<file path="config.mk">
export PLATFORM = sky130hd
export DESIGN_NAME = mc_control_unit_flat
export DESIGN_NICKNAME = d
export VERILOG_FILES = /design/src/rtl/mc_control_unit_if.sv /design/src/rtl/mc_control_unit.sv /design/src/flat_wrapper.sv
export SDC_FILE = /design/constraint.sdc
export NUM_CORES = 1
export LEC_CHECK = 0
export BUFFER_PORTS_ARGS = -buffer_cell sky130_fd_sc_hd__buf_2
export CAP_MARGIN = 20
export CORE_MARGIN = 8
export CORE_UTILIZATION = 53
export CTS_CLUSTER_SIZE = 28
export DETAILED_ROUTE_END_ITERATION = 16
export PLACE_DENSITY = 0.85
export SETUP_SLACK_MARGIN = 0.05
export SLEW_MARGIN = 20
export SYNTH_ARGS = -nofsm -noshare
export SYNTH_HDL_FRONTEND = slang
export SYNTH_SLANG_ARGS = --single-unit
export TNS_END_PERCENT = 50
</file>
<file path="constraint.sdc">
create_clock -name clk -period 4.12 [get_ports clk]
set_input_delay 0.412 -clock clk [delete_from_list [all_inputs] [get_ports clk]]
set_output_delay 0.412 -clock clk [all_outputs]
set_load 0.005 [all_outputs]
</file>
<file path="src/rtl/mc_control_unit_if.sv">
// Control/status bundle between the multicycle control FSM and the datapath.
// The control unit uses the master modport; the datapath uses the slave modport.
interface mc_control_unit_if;
   logic [5:0] op;
   logic [5:0] funct;
   logic       alu_overflow;
   logic       alu_zero;
   logic       mem_ready;

   logic       pc_write;
   logic       iord;
   logic       mem_read;
   logic       mem_write;
   logic       ir_write;
   logic       mdr_load;
   logic       a_load;
   logic       b_load;
   logic       alu_out_load;
   logic       alu_src_a;
   logic [1:0] alu_src_b;
   logic [2:0] alu_op;
   logic [1:0] pc_source;
   logic       reg_write;
   logic       reg_dst;
   logic       mem_to_reg;
   logic       epc_write;
   logic [1:0] cause;
   logic       halted;
   logic [3:0] state_dbg;

   modport master (
      input  op, funct, alu_overflow, alu_zero, mem_ready,
      output pc_write, iord, mem_read, mem_write, ir_write, mdr_load,
             a_load, b_load, alu_out_load, alu_src_a, alu_src_b, alu_op,
             pc_source, reg_write, reg_dst, mem_to_reg, epc_write, cause,
             halted, state_dbg
   );

   modport slave (
      output op, funct, alu_overflow, alu_zero, mem_ready,
      input  pc_write, iord, mem_read, mem_write, ir_write, mdr_load,
             a_load, b_load, alu_out_load, alu_src_a, alu_src_b, alu_op,
             pc_source, reg_write, reg_dst, mem_to_reg, epc_write, cause,
             halted, state_dbg
   );
endinterface

</file>
<file path="src/rtl/mc_control_unit.sv">
// Multicycle MIPS control FSM with variable-latency memory handshake,
// memory-wait timeout to HALT, bne/addi decode and overflow/illegal-op exceptions.
module mc_control_unit #(
   parameter int unsigned MEM_TIMEOUT = 16,
   parameter bit          EXC_ENABLE  = 1'b1
) (
   input logic            clk,
   input logic            reset,
   mc_control_unit_if.master bus
);

   localparam int unsigned CW = (MEM_TIMEOUT > 1) ? $clog2(MEM_TIMEOUT) : 1;
   localparam logic [CW-1:0] WAIT_LIMIT = CW'(MEM_TIMEOUT - 1);

   localparam logic [5:0] OP_RTYPE = 6'h00;
   localparam logic [5:0] OP_J     = 6'h02;
   localparam logic [5:0] OP_BEQ   = 6'h04;
   localparam logic [5:0] OP_BNE   = 6'h05;
   localparam logic [5:0] OP_ADDI  = 6'h08;
   localparam logic [5:0] OP_LW    = 6'h23;
   localparam logic [5:0] OP_SW    = 6'h2B;

   typedef enum logic [3:0] {
      FETCH    = 4'd0,
      DECODE   = 4'd1,
      MEM_ADDR = 4'd2,
      MEM_RD   = 4'd3,
      LW_WB    = 4'd4,
      MEM_WR   = 4'd5,
      R_EXEC   = 4'd6,
      R_WB     = 4'd7,
      I_EXEC   = 4'd8,
      I_WB     = 4'd9,
      BRANCH   = 4'd10,
      JUMP     = 4'd11,
      EXC      = 4'd12,
      HALT     = 4'd13
   } state_e;

   state_e        state_q, state_d;
   logic [CW-1:0] cnt_q, cnt_d;
   logic [1:0]    cause_q, cause_d;
   logic          timeout;

   always_ff @(posedge clk) begin
      if (reset) begin
         state_q <= FETCH;
         cnt_q   <= '0;
         cause_q <= 2'b00;
      end else begin
         state_q <= state_d;
         cnt_q   <= cnt_d;
         cause_q <= cause_d;
      end
   end

   always_comb begin
      state_d = state_q;
      cause_d = cause_q;
      cnt_d   = cnt_q;
      timeout = (MEM_TIMEOUT != 0) && (cnt_q == WAIT_LIMIT) && !bus.mem_ready;
      case (state_q)
         FETCH: begin
            if (bus.mem_ready)  state_d = DECODE;
            else if (timeout)   state_d = HALT;
         end
         DECODE: begin
            case (bus.op)
               OP_RTYPE:      state_d = R_EXEC;
               OP_LW, OP_SW:  state_d = MEM_ADDR;
               OP_BEQ, OP_BNE: state_d = BRANCH;
               OP_J:          state_d = JUMP;
               OP_ADDI:       state_d = I_EXEC;
               default: begin
                  if (EXC_ENABLE) begin
                     state_d = EXC;
                     cause_d = 2'b01;
                  end else begin
                     state_d = FETCH;
                  end
               end
            endcase
         end
         MEM_ADDR: state_d = (bus.op == OP_SW) ? MEM_WR : MEM_RD;
         MEM_RD: begin
            if (bus.mem_ready)  state_d = LW_WB;
            else if (timeout)   state_d = HALT;
         end
         MEM_WR: begin
            if (bus.mem_ready)  state_d = FETCH;
            else if (timeout)   state_d = HALT;
         end
         R_EXEC: begin
            if (EXC_ENABLE && bus.alu_overflow &&
                (bus.funct == 6'h20 || bus.funct == 6'h22)) begin
               state_d = EXC;
               cause_d = 2'b10;
            end else begin
               state_d = R_WB;
            end
         end
         I_EXEC: begin
            if (EXC_ENABLE && bus.alu_overflow) begin
               state_d = EXC;
               cause_d = 2'b10;
            end else begin
               state_d = I_WB;
            end
         end
         HALT:    state_d = HALT;
         default: state_d = FETCH;
      endcase
      // Any state change counts as entry into a new access, so the counter restarts.
      if (state_d != state_q)
         cnt_d = '0;
      else if (state_q != HALT)
         cnt_d = cnt_q + CW'(1);
   end

   always_comb begin
      bus.pc_write     = 1'b0;
      bus.iord         = 1'b0;
      bus.mem_read     = 1'b0;
      bus.mem_write    = 1'b0;
      bus.ir_write     = 1'b0;
      bus.mdr_load     = 1'b0;
      bus.a_load       = 1'b0;
      bus.b_load       = 1'b0;
      bus.alu_out_load = 1'b0;
      bus.alu_src_a    = 1'b0;
      bus.alu_src_b    = 2'b00;
      bus.alu_op       = 3'b000;
      bus.pc_source    = 2'b00;
      bus.reg_write    = 1'b0;
      bus.reg_dst      = 1'b0;
      bus.mem_to_reg   = 1'b0;
      bus.epc_write    = 1'b0;
      bus.halted       = 1'b0;
      bus.cause        = reset ? 2'b00 : cause_q;
      bus.state_dbg    = reset ? 4'd0 : state_q;
      if (!reset) begin
         case (state_q)
            FETCH: begin
               bus.mem_read  = 1'b1;
               bus.alu_src_b = 2'b01;
               bus.ir_write  = bus.mem_ready;
               bus.pc_write  = bus.mem_ready;
            end
            DECODE: begin
               bus.a_load       = 1'b1;
               bus.b_load       = 1'b1;
               bus.alu_out_load = 1'b1;
               bus.alu_src_b    = 2'b11;
            end
            MEM_ADDR: begin
               bus.alu_src_a    = 1'b1;
               bus.alu_src_b    = 2'b10;
               bus.alu_out_load = 1'b1;
            end
            MEM_RD: begin
               bus.mem_read = 1'b1;
               bus.iord     = 1'b1;
               bus.mdr_load = bus.mem_ready;
            end
            LW_WB: begin
               bus.reg_write  = 1'b1;
               bus.mem_to_reg = 1'b1;
            end
            MEM_WR: begin
               bus.mem_write = 1'b1;
               bus.iord      = 1'b1;
            end
            R_EXEC: begin
               bus.alu_src_a    = 1'b1;
               bus.alu_op       = 3'b010;
               bus.alu_out_load = 1'b1;
            end
            R_WB: begin
               bus.reg_write = 1'b1;
               bus.reg_dst   = 1'b1;
            end
            I_EXEC: begin
               bus.alu_src_a    = 1'b1;
               bus.alu_src_b    = 2'b10;
               bus.alu_out_load = 1'b1;
            end
            I_WB:   bus.reg_write = 1'b1;
            BRANCH: begin
               bus.alu_src_a = 1'b1;
               bus.alu_op    = 3'b001;
               bus.pc_source = 2'b01;
               bus.pc_write  = (bus.op == OP_BNE) ? ~bus.alu_zero : bus.alu_zero;
            end
            JUMP: begin
               bus.pc_write  = 1'b1;
               bus.pc_source = 2'b10;
            end
            EXC: begin
               bus.epc_write = 1'b1;
               bus.alu_src_b = 2'b01;
               bus.alu_op    = 3'b001;
               bus.pc_write  = 1'b1;
               bus.pc_source = 2'b11;
            end
            HALT:    bus.halted = 1'b1;
            default: ;
         endcase
      end
   end

endmodule

</file>
<file path="src/flat_wrapper.sv">
// flat-port wrapper written by rule: the top's interface ports become plain ports
module mc_control_unit_flat 
#(
   parameter int unsigned MEM_TIMEOUT = 16,
   parameter bit          EXC_ENABLE  = 1'b1
)
  (clk, reset, bus_op, bus_funct, bus_alu_overflow, bus_alu_zero, bus_mem_ready, bus_pc_write, bus_iord, bus_mem_read, bus_mem_write, bus_ir_write, bus_mdr_load, bus_a_load, bus_b_load, bus_alu_out_load, bus_alu_src_a, bus_alu_src_b, bus_alu_op, bus_pc_source, bus_reg_write, bus_reg_dst, bus_mem_to_reg, bus_epc_write, bus_cause, bus_halted, bus_state_dbg);
  mc_control_unit_if bus_i ();
  input logic clk;
  input logic reset;
  input wire logic [$bits(bus_i.op)-1:0] bus_op;
  input wire logic [$bits(bus_i.funct)-1:0] bus_funct;
  input wire logic [$bits(bus_i.alu_overflow)-1:0] bus_alu_overflow;
  input wire logic [$bits(bus_i.alu_zero)-1:0] bus_alu_zero;
  input wire logic [$bits(bus_i.mem_ready)-1:0] bus_mem_ready;
  output wire logic [$bits(bus_i.pc_write)-1:0] bus_pc_write;
  output wire logic [$bits(bus_i.iord)-1:0] bus_iord;
  output wire logic [$bits(bus_i.mem_read)-1:0] bus_mem_read;
  output wire logic [$bits(bus_i.mem_write)-1:0] bus_mem_write;
  output wire logic [$bits(bus_i.ir_write)-1:0] bus_ir_write;
  output wire logic [$bits(bus_i.mdr_load)-1:0] bus_mdr_load;
  output wire logic [$bits(bus_i.a_load)-1:0] bus_a_load;
  output wire logic [$bits(bus_i.b_load)-1:0] bus_b_load;
  output wire logic [$bits(bus_i.alu_out_load)-1:0] bus_alu_out_load;
  output wire logic [$bits(bus_i.alu_src_a)-1:0] bus_alu_src_a;
  output wire logic [$bits(bus_i.alu_src_b)-1:0] bus_alu_src_b;
  output wire logic [$bits(bus_i.alu_op)-1:0] bus_alu_op;
  output wire logic [$bits(bus_i.pc_source)-1:0] bus_pc_source;
  output wire logic [$bits(bus_i.reg_write)-1:0] bus_reg_write;
  output wire logic [$bits(bus_i.reg_dst)-1:0] bus_reg_dst;
  output wire logic [$bits(bus_i.mem_to_reg)-1:0] bus_mem_to_reg;
  output wire logic [$bits(bus_i.epc_write)-1:0] bus_epc_write;
  output wire logic [$bits(bus_i.cause)-1:0] bus_cause;
  output wire logic [$bits(bus_i.halted)-1:0] bus_halted;
  output wire logic [$bits(bus_i.state_dbg)-1:0] bus_state_dbg;
  assign bus_i.op = bus_op;
  assign bus_i.funct = bus_funct;
  assign bus_i.alu_overflow = bus_alu_overflow;
  assign bus_i.alu_zero = bus_alu_zero;
  assign bus_i.mem_ready = bus_mem_ready;
  assign bus_pc_write = bus_i.pc_write;
  assign bus_iord = bus_i.iord;
  assign bus_mem_read = bus_i.mem_read;
  assign bus_mem_write = bus_i.mem_write;
  assign bus_ir_write = bus_i.ir_write;
  assign bus_mdr_load = bus_i.mdr_load;
  assign bus_a_load = bus_i.a_load;
  assign bus_b_load = bus_i.b_load;
  assign bus_alu_out_load = bus_i.alu_out_load;
  assign bus_alu_src_a = bus_i.alu_src_a;
  assign bus_alu_src_b = bus_i.alu_src_b;
  assign bus_alu_op = bus_i.alu_op;
  assign bus_pc_source = bus_i.pc_source;
  assign bus_reg_write = bus_i.reg_write;
  assign bus_reg_dst = bus_i.reg_dst;
  assign bus_mem_to_reg = bus_i.mem_to_reg;
  assign bus_epc_write = bus_i.epc_write;
  assign bus_cause = bus_i.cause;
  assign bus_halted = bus_i.halted;
  assign bus_state_dbg = bus_i.state_dbg;
  mc_control_unit #(.MEM_TIMEOUT(MEM_TIMEOUT), .EXC_ENABLE(EXC_ENABLE)) u_core (.clk(clk), .reset(reset), .bus(bus_i));
endmodule
</file>
==> run_results.csv, run 1 <==
group,metric,value,unit
yosys,yosysWarnings,0,
placed_design,gp_congestion,0.873,
routing,drc,0,
layout,synthToLayoutAreaGrowth,17.7,%
worst_setup_path,path_max_fanout,28,
global_routing,grt_pass1_vias,1242,
yosys,synth-edff-count,0,
floorplan,chipHeight,64.0,um
yosys,ys_types,51,
worst_setup_path,critPathLaunch,"u_core.state_q[0]",
routing,routedWlPerCell,15.0,um
yosys,synthXorXnorAreaFrac,0.0502,
sta,rsz0062_at_grt,"false",
placed_design,dp.cells,224,
power,seq_power_share,0.320,
clock_tree,cts.clk_slew.worst_paths,0.07,ns
clock_tree,cts_max_level,1,
sta,post-route-min-period,2.62,ns
yosys,synth_top_family_by_area,"simple AND/OR/NAND/NOR gates",
global_routing,grt_pass1_wl,5.61,mm
clock_tree,cts_resized,0,
floorplan,num_io_pins,45,
placed_design,port_buffers,42,
yosys,ys_ff_latch,10,
clock_tree,cts_sinks,10,
layout,layoutNonFillerInstCount,228,
layout,final_nets,219,
yosys,synth-simple-area-share,0.447,
routing,viasPerCell,6.17,
job,cap_violations,0,
worst_hold_path,hp-start,"u_core.cause_q[0]",
clock_tree,hold_buffers,0,
sta,fin_crit_sh,0.636,
sta,finalClockSkew,0.00954,ns
power,cellPowerDensity,379,nW/um2
sta,tns,0,ns
power,switching_power,0.237,mW
global_routing,track_usage,0.159,
worst_setup_path,crit_slowest_cell,"dfxtp_1",
power,comb_power_share,0.512,
clock_tree,cts_buffer_depth,2,
power,vdd_drop_max,0.000258,V
layout,post-route-util,0.657,
floorplan,die_w,64.0,um
sta,worstMarginPinSlew,0.875,ns
routing,ant_nets,0,
clock_tree,cts_root_buf,"clkbuf_4",
worst_setup_path,path_class,"reg -> reg",
yosys,muxShareOfSynthArea,0.0256,
yosys,async_reset_ff_frac,0,
worst_setup_path,crit_chain,"nor4b_1 -> and4_2 -> a211oi_1 -> mux2i_1 -> a2111oi_1",
yosys,synthesis.area,1220,um2
global_routing,antenna_found_initial,0,
routing,first_pass_iters,4,
sta,setup_viol,0,
floorplan,rows,17,
clock_tree,postCtsSetupBuffers,0,
yosys,synth_fa_ha_area_frac,0.0102,
power,internal_power,0.309,mW
yosys,synth_top_flop_cell,"dfxtp_1",
sta,hold_violations,0,
layout,diodes,0,
floorplan,dieArea,4100,um2
power,leakage,0.628,nW
layout,fillers,196,
yosys,synth.net_count,187,
worst_setup_path,endpoint_kind,"flop",
clock_tree,insertion_delay,0.28,ns
layout,drive_gt1_frac,0.310,
clock_tree,numCtsBuffers,3,
sta,max_freq,382,MHz
global_routing,overflow,0,
power,netSwitchingFraction,0.434,
yosys,syn_area_per_cell,7.23,um2
floorplan,initial_core_util,0.558,
placed_design,dp_hpwl,2.56,mm
worst_setup_path,cp_data_arrival_time,2.79,ns
sta,report.final.slew_viol_count,0,
worst_setup_path,cp.required,4.29,ns
sta,slew_headroom,0.416,
worst_hold_path,min_path_type,"reg -> reg",
yosys,synth_compound_area_frac,0.237,
routing,dr.first_iter.drc_count,71,
worst_setup_path,r2r-start,"u_core.state_q[0]",
power,clkPwrFrac,0.168,
yosys,syn_inst,169,
yosys,yosysSeqAreaShare,0.164,
floorplan,coreArea,2190,um2
global_routing,grt_max_degree,29,
status,status,"finished, final reports clean",
worst_setup_path,slowest_delay,0.90,ns
routing,wl,3.41,mm
worst_setup_path,cp-start-kind,"flop",
routing,vias,1406,
clock_tree,cts_tree,"built",
power,p_total,0.545,mW
power by group through the flow:
stage	combinational, mW	sequential [mW]	clock, mW
after CTS	0.279	0.173	0.0926
after floorplan	0.247	0.127	0
after global placement	0.265	0.173	0
final	0.279	0.174	0.0917
after global routing	0.311	0.182	0.0974
after detailed placement	0.277	0.175	0
cell families after synthesis:
group                    Yosys count
XOR/XNOR                           7
buffers and inverters             18
other                              1
AND/OR/NAND/NOR                   91
multiplexers                       3
adder cells (fa/ha/maj)            1
flip-flops                        10
AO/OA/AOI/OAI                     38
worst paths after layout:
path | end | slack [ns] | depth (start not counted)
hold reg to reg | u_core.cause_q[0] | 0.48 | 2
hold / removal | u_core.cause_q[0] | 0.48 | 2
setup reg to reg | u_core.cnt_q[2] | 1.50 | 5
setup / recovery | u_core.cnt_q[2] | 1.50 | 5
worst max-delay path, delay by kind of cell (launching register included):
family	cells	cell delay [ns]
AOI/OAI and AO/OA	2	0.49
DFF	1	0.90
and+or+nand+nor	2	0.90
muxes	1	0.22
metrics by stage:
step	area (um2)	hold slack, ns	worst slack [ns]
final	1440	0.480	1.50
after global placement	1400	0.450	1.60
after floorplan	1220	0.438	1.94
after CTS	1440	0.483	1.49
after global routing	1440	0.512	1.24
after detailed placement	1400	0.473	1.51
final cells by class:
type | count | area [um2] | area share
clock buffers | 4 | 36.3 | 0.0252
inverters | 3 | 11.3 | 0.00783
multi-input cells | 141 | 946 | 0.657
flip-flops and latches | 10 | 200 | 0.139
well taps | 28 | 35.0 | 0.0243
repair buffers | 42 | 210 | 0.146
synth_stat cells, drive strengths merged, types with 2 or more instances:
cell	instances	area share
nor4b	5	0.036
or4b	3	0.031
nor3b	2	0.012
nand2b	6	0.031
inv	3	0.0092
or3	7	0.037
dfxtp	10	0.16
o41ai	3	0.021
or2	8	0.041
a21boi	2	0.012
a2111oi	4	0.033
xor2	5	0.036
nor2	16	0.049
nand2	8	0.025
and3	3	0.016
o21ai	6	0.025
nand3b	2	0.012
nor3	12	0.049
xnor2	2	0.014
nand4	2	0.010
mux2i	2	0.016
o21a	3	0.018
clkbuf	8	0.025
a21oi	7	0.029
and4	2	0.015
a311o	2	0.016
nor2b	9	0.046
nor4	3	0.015
a211oi	3	0.018
buf	7	0.029
layout by cell type (no fill, tap or decap), types with 3 or more instances in the layout:
cell type and instances:
o21ai_0 6, a2111oi_1 4, o21a_1 3, xor2_1 5
a211oi_1 3, o41ai_1 3, dfxtp_1 10, nor2_1 16
buf_2 42, nor4b_1 5, a21oi_1 7, nand2b_1 6
nor3_1 12, or3_1 6, nor2b_1 9, clkbuf_4 3
or2_2 8, inv_1 3, nor4_1 3, nand2_1 8
state kept, by name (all words and copies together), names as in the netlist:
| name | flops |
|---|---|
| u_core.cnt_q | 4 |
| u_core.state_q | 4 |
| u_core.cause_q | 2 |
metal layers:
layer | global-route usage | vias to the layer above | wire length (um)
met5 | 0 | - | 0
met4 | 0.0557 | 0 | 44
met3 | 0.0645 | 5 | 327
met2 | 0.279 | 52 | 1630
met1 | 0.169 | 654 | 1410
li1 | - | 695 | -
Note: power is estimated with default switching activity, not from simulation.
==> inputs of run 2 (changes only) <==
Settings changed: ABC_AREA from default to 1, CORE_UTILIZATION 53 to 48, PLACE_DENSITY 0.85 to 0.8.
Clock period 4.12 ns to 2.5 ns, I/O delays scaled along.
==> run_results.csv, run 2 <==
group,metric,value,unit
floorplan,dieArea,4030,um2
yosys,async_reset_ff_frac,0,
worst_setup_path,rr_endpoint,"u_core.cnt_q[2]",
yosys,synth_top_area_frac,0.204,
worst_setup_path,endpoint_kind,"output port",
floorplan,num_io_pins,45,
routing,routedWlPerCell,11.4,um
yosys,yosysTopAreaCell,"nor2_1",
yosys,post-synth-top-count-cell,"nor2_1",
yosys,synthesis.area,1080,um2
worst_setup_path,r2r_slack,0.69,ns
layout,post-route-util,0.614,
worst_setup_path,crit_slowest_cell,"dfxtp_1",
sta,worstMarginPinSlew,0.504,ns
routing,wl,3.17,mm
worst_setup_path,critPathBufInv,2,
placed_design,gp_congestion,0.917,
yosys,synth_commonest_cells,"nor2_1 (59), nand2_1 (42), inv_1 (26)",
yosys,synth_top_flop_cell,"dfxtp_1",
layout,multi_input_area,729,um2
yosys,yosys-top-cells-area,"nor2_1 (20%), dfxtp_1 (18%), nand2_1 (15%)",
layout,final_common_cell,"nor2_1",
clock_tree,postCtsSetupBuffers,0,
routing,viasPerCell,5.08,
sta,slew_headroom,0.664,
yosys,syn_inst,209,
sta,hold_violations,0,
floorplan,initial_core_util,0.499,
sta,worst_slack,0.533,ns
global_routing,antenna_found_initial,0,
worst_setup_path,cp.depth,5,
routing,ant_nets,0,
worst_setup_path,crit_chain,"nand2_1 -> nor2_1 -> inv_1 -> a31oi_1 -> buf_2",
layout,postLayoutCellArea,1330,um2
sta,max_freq,508,MHz
placed_design,dp_hpwl,2.65,mm
global_routing,grt_pass1_vias,1257,
clock_tree,insertion_delay,0.27,ns
worst_setup_path,cp-endpoint,"bus_alu_src_b[0]",
routing,drc,0,
routing,vias,1406,
worst_setup_path,cp.required,2.25,ns
job,cap_violations,0,
sta,fin_crit_sh,0.787,
worst_setup_path,cp_data_arrival_time,1.72,ns
power,leakage,0.783,nW
global_routing,overflow,0,
yosys,syn_area_per_cell,5.18,um2
floorplan,chipHeight,63.5,um
power,cellPowerDensity,664,nW/um2
placed_design,dp.cells,273,
sta,report.final.slew_viol_count,0,
floorplan,die_w,63.5,um
worst_setup_path,slowest_delay,0.50,ns
sta,tns,0,ns
clock_tree,cts.clk_slew.worst_paths,0.07,ns
clock_tree,numCtsBuffers,3,
clock_tree,hold_buffers,0,
worst_setup_path,critPathLaunch,"u_core.state_q[0]",
yosys,yosysWarnings,0,
routing,first_pass_iters,4,
yosys,yosysSeqAreaShare,0.185,
layout,layout_common_cells,"nor2_1 (59), nand2_1 (42), buf_2 (42), inv_1 (26), nand3_1 (20)",
layout,diodes,0,
layout,final_nets,268,
layout,fillers,253,
floorplan,rows,17,
sta,rsz0062_at_grt,"false",
placed_design,dpl_worst_slack,0.732,ns
layout,layoutNonFillerInstCount,277,
placed_design,port_buffers,42,
worst_setup_path,path_max_fanout,8,
yosys,synth.net_count,227,
floorplan,coreArea,2170,um2
sta,post-route-min-period,1.97,ns
layout,regArea,200,um2
yosys,ys_ff_latch,10,
global_routing,grt_pass1_wl,5.38,mm
clock_tree,cts_sinks,10,
status,status,"finished, final reports clean",
placed_design,place_area,1290,um2
global_routing,grt_max_degree,33,
sta,finalClockSkew,0.00664,ns
yosys,ys_types,24,
layout,drive_gt1_frac,0.221,
clock_tree,cts_buffer_depth,2,
sta,setup_viol,0,
clock_tree,cts_max_level,1,
clock_tree,cts_root_buf,"clkbuf_4",
worst_setup_path,r2r_cells,7,
worst_setup_path,r2r-start,"u_core.state_q[0]",
layout,synthToLayoutAreaGrowth,22.9,%
layout,reg.largest.list,"u_core.cnt_q (4), u_core.state_q (4), u_core.cause_q (2)",
routing,dr.first_iter.drc_count,66,
worst_setup_path,path_class,"reg -> out",
global_routing,track_usage,0.152,
clock_tree,cts_tree,"built",
yosys,synth-edff-count,0,
worst_setup_path,cp_top_family,"flip-flops",
clock_tree,cts_resized,0,
worst_hold_path,min_path_type,"in -> reg",
worst_setup_path,cp-start-kind,"flop",
power,vdd_drop_max,0.000515,V
## run 2: layer usage
layer	part of all wire	global-route usage	vias up
li1	-	-	742
met4	0.0035	0.0195	0
met3	0.090	0.0548	2
met2	0.45	0.260	51
met1	0.46	0.182	611
met5	0	0	-
## run 2: stage by stage
stage,total power [mW],hold WS [ns]
6_report,0.884,0.415
5_1_grt,0.969,0.455
4_1_cts,0.886,0.393
3_5_place_dp,0.738,0.455
3_3_place_gp,0.729,0.441
2_1_floorplan,0.591,0.409
## run 2: final cells by class
| type | instances | share of cell area |
|---|---|---|
| multi-input combinational | 161 | 0.548 |
| timing repair buffer | 42 | 0.158 |
| inverter | 32 | 0.0902 |
| tap | 28 | 0.0263 |
| clock buffer | 4 | 0.0273 |
| sequential | 10 | 0.150 |
## run 2: worst min-delay path by stage
stage | startpoint | to | slack (ns) | cells after the start
6_report | bus_mem_ready | u_core.state_q[3] | 0.41 | 4
5_1_grt | bus_mem_ready | u_core.state_q[3] | 0.45 | 4
4_1_cts | bus_mem_ready | u_core.state_q[3] | 0.39 | 4
2_1_floorplan | reset | u_core.cause_q[1] | 0.41 | 3
3_5_place_dp | u_core.cause_q[1] | u_core.cause_q[1] | 0.46 | 2
3_3_place_gp | u_core.cause_q[1] | u_core.cause_q[1] | 0.44 | 2
## run 2: worst reg2reg max path, stage by stage (launching register included)
cell	delay, ns
dfxtp_1	0.50
nand2_1	0.16
nor2_1	0.33
o21ai_0	0.29
a21oi_1	0.19
nor2_1	0.07
nand2_1	0.13
nor2_1	0.06
## run 2: cells by family after synthesis
logic type,count (synthesis),share of synthesized area
simple gates,132,0.503
buf+inv,38,0.142
compound gates,23,0.121
flops,10,0.185
xor+xnor,3,0.0243
fa+ha+maj,1,0.0115
other cells,1,0.00346
mux,1,0.00924
## run 2: report_power, final
group	switching (mW)	leakage, nW	internal (mW)
clock network	0.0556	0.0210	0.0885
registers	0.0407	0.0816	0.199
logic	0.319	0.681	0.181
total	0.415	0.783	0.468
==> inputs of run 3 (changes only) <==
Settings changed: CORE_UTILIZATION 48 to 43, PLACE_DENSITY 0.8 to 0.76.
Clock period 2.5 ns to 1.7 ns, I/O delays scaled along.
==> run_results.csv, run 3 (synthesis results as in run 2) <==
group,metric,value,unit
status,status,"finished, final reports clean",
global_routing,grt_pass1_wl,5.79,mm
layout,synthToLayoutAreaGrowth,42.8,%
global_routing,overflow,0,
global_routing,grt_pass1_vias,1401,
clock_tree,cts_max_level,1,
global_routing,track_usage,0.163,
sta,tns,0,ns
placed_design,gp_congestion,0.955,
worst_setup_path,path_class,"reg -> out",
layout,final_common_cell,"nor2_1",
sta,finalClockSkew,0.00215,ns
worst_setup_path,cp_data_arrival_time,1.43,ns
layout,multi_input_area,793,um2
placed_design,port_buffers,42,
global_routing,grt_max_degree,14,
power,leakage,0.876,nW
global_routing,use_met2,0.288,
power,switching_power,0.720,mW
clock_tree,cts_root_buf,"clkbuf_4",
layout,drive_gt1_frac,0.357,
routing,wl,3.55,mm
clock_tree,cts_sinks,10,
clock_tree,cts_tree,"built",
layout,final_nets,285,
worst_setup_path,endpoint_kind,"output port",
sta,worstMarginPinSlew,0.488,ns
sta,max_freq,627,MHz
floorplan,coreArea,2430,um2
power,internal_power,0.839,mW
layout,layoutNonFillerInstCount,296,
floorplan,die_w,66.2,um
clock_tree,numCtsBuffers,3,
job,cap_violations,0,
global_routing,grt_use_met1,0.186,
worst_setup_path,path_max_fanout,5,
floorplan,initial_core_util,0.445,
routing,vias,1495,
routing,first_pass_iters,4,
layout,reg.largest.list,"u_core.cnt_q (4), u_core.state_q (4), u_core.cause_q (2)",
worst_setup_path,r2r_slack,0.15,ns
worst_hold_path,hp-start,"reset",
global_routing,busiest_layer,"met2",
floorplan,dieArea,4380,um2
layout,layout_common_cells,"nor2_1 (48), buf_2 (42), nand2_1 (39), inv_1 (23), nand3_1 (19)",
worst_setup_path,r2r-start,"u_core.state_q[1]",
power,seq_power_share,0.243,
sta,report.final.slew_viol_count,0,
sta,setup_viol,0,
placed_design,dpl_worst_slack,0.0959,ns
sta,worst_slack,0.105,ns
clock_tree,hold_buffers,0,
sta,post-route-min-period,1.60,ns
layout,fillers,255,
clock_tree,cts.clk_slew.worst_paths,0.06,ns
sta,hold_violations,0,
global_routing,antenna_found_initial,0,
clock_tree,cts_buffer_depth,2,
routing,drc,0,
power,comb_power_share,0.622,
layout,regArea,215,um2
layout,diodes,0,
power,cellPowerDensity,1010,nW/um2
worst_hold_path,min_path_type,"in -> reg",
routing,viasPerCell,5.05,
clock_tree,insertion_delay,0.26,ns
power,netSwitchingFraction,0.462,
power,clkPwrFrac,0.136,
routing,dr.first_iter.drc_count,112,
worst_setup_path,cp.required,1.53,ns
floorplan,chipHeight,66.2,um
sta,rsz0062_at_grt,"true",
worst_setup_path,critPathLaunch,"u_core.state_q[1]",
floorplan,num_io_pins,45,
placed_design,dp_hpwl,2.93,mm
power,vdd_drop_max,0.000758,V
placed_design,dp.cells,291,
routing,routedWlPerCell,12.0,um
sta,slew_headroom,0.671,
routing,ant_nets,0,
floorplan,rows,18,
global_routing,grt_use_met3,0.0475,
worst_setup_path,cp-start-kind,"flop",
sta,fin_crit_sh,0.938,
[run 3: cell types whose count changed in the layout (fill, tap and decap cells not counted), sizes merged]
cell  previous run  this run
buf             42        59
[run 3: area by class of cell]
cell class	count	share of cell area
Multi-Input combinational cell	161	0.513
Timing Repair Buffer	59	0.218
Inverter	32	0.0825
Sequential cell	10	0.139
Tap cell	30	0.0243
Clock buffer	4	0.0234
[run 3: power groups by stage]
stage	clock [mW]	sequential [mW]	combinational [mW]
floorplan	0	0.332	0.537
global placement	0	0.346	0.841
detailed placement	0	0.350	0.852
CTS	0.223	0.355	0.868
global route	0.237	0.386	1.08
finish	0.211	0.379	0.969
[run 3: critical path, cell delays in order (launching register included)]
cell,delay [ns]
dfxtp_4,0.37
nor2_4,0.14
inv_2,0.05
buf_4,0.14
nor2_4,0.09
a21oi_1,0.07
a31oi_1,0.17
buf_2,0.13
[run 3: path summary, 6_finish.rpt]
kind / depth (start not counted) / end
hold / removal: 2 / u_core.state_q[1]
setup / recovery: 7 / bus_pc_write
hold reg to reg: 2 / u_core.cause_q[1]
setup reg to reg: 11 / u_core.cnt_q[0]
[run 3: repair_timing]
action	4_1_cts	5_1_grt
pin swaps	1	5
gates resized for setup	8	27
hold endpoints to repair	0	0
buffers inserted	0	1
setup endpoints to repair	11	18
[run 3: through the flow]
step                      utilization  area [um2]  hold WS [ns]  power, mW
after floorplan                     -        1080         0.329      0.870
after global placement          0.583        1420         0.443       1.19
after detailed placement        0.583        1420         0.447       1.20
after CTS                       0.605        1470         0.209       1.45
after global routing            0.636        1550         0.236       1.71
final                           0.636        1550         0.221       1.56
[run 3: metal layers]
layer / vias to the layer above / share of wire / routed length [um]
met5: - / 0 / 0
li1: 780 / - / -
met1: 649 / 0.42 / 1490
met2: 60 / 0.49 / 1740
met4: 0 / 0.011 / 38
met3: 6 / 0.081 / 289
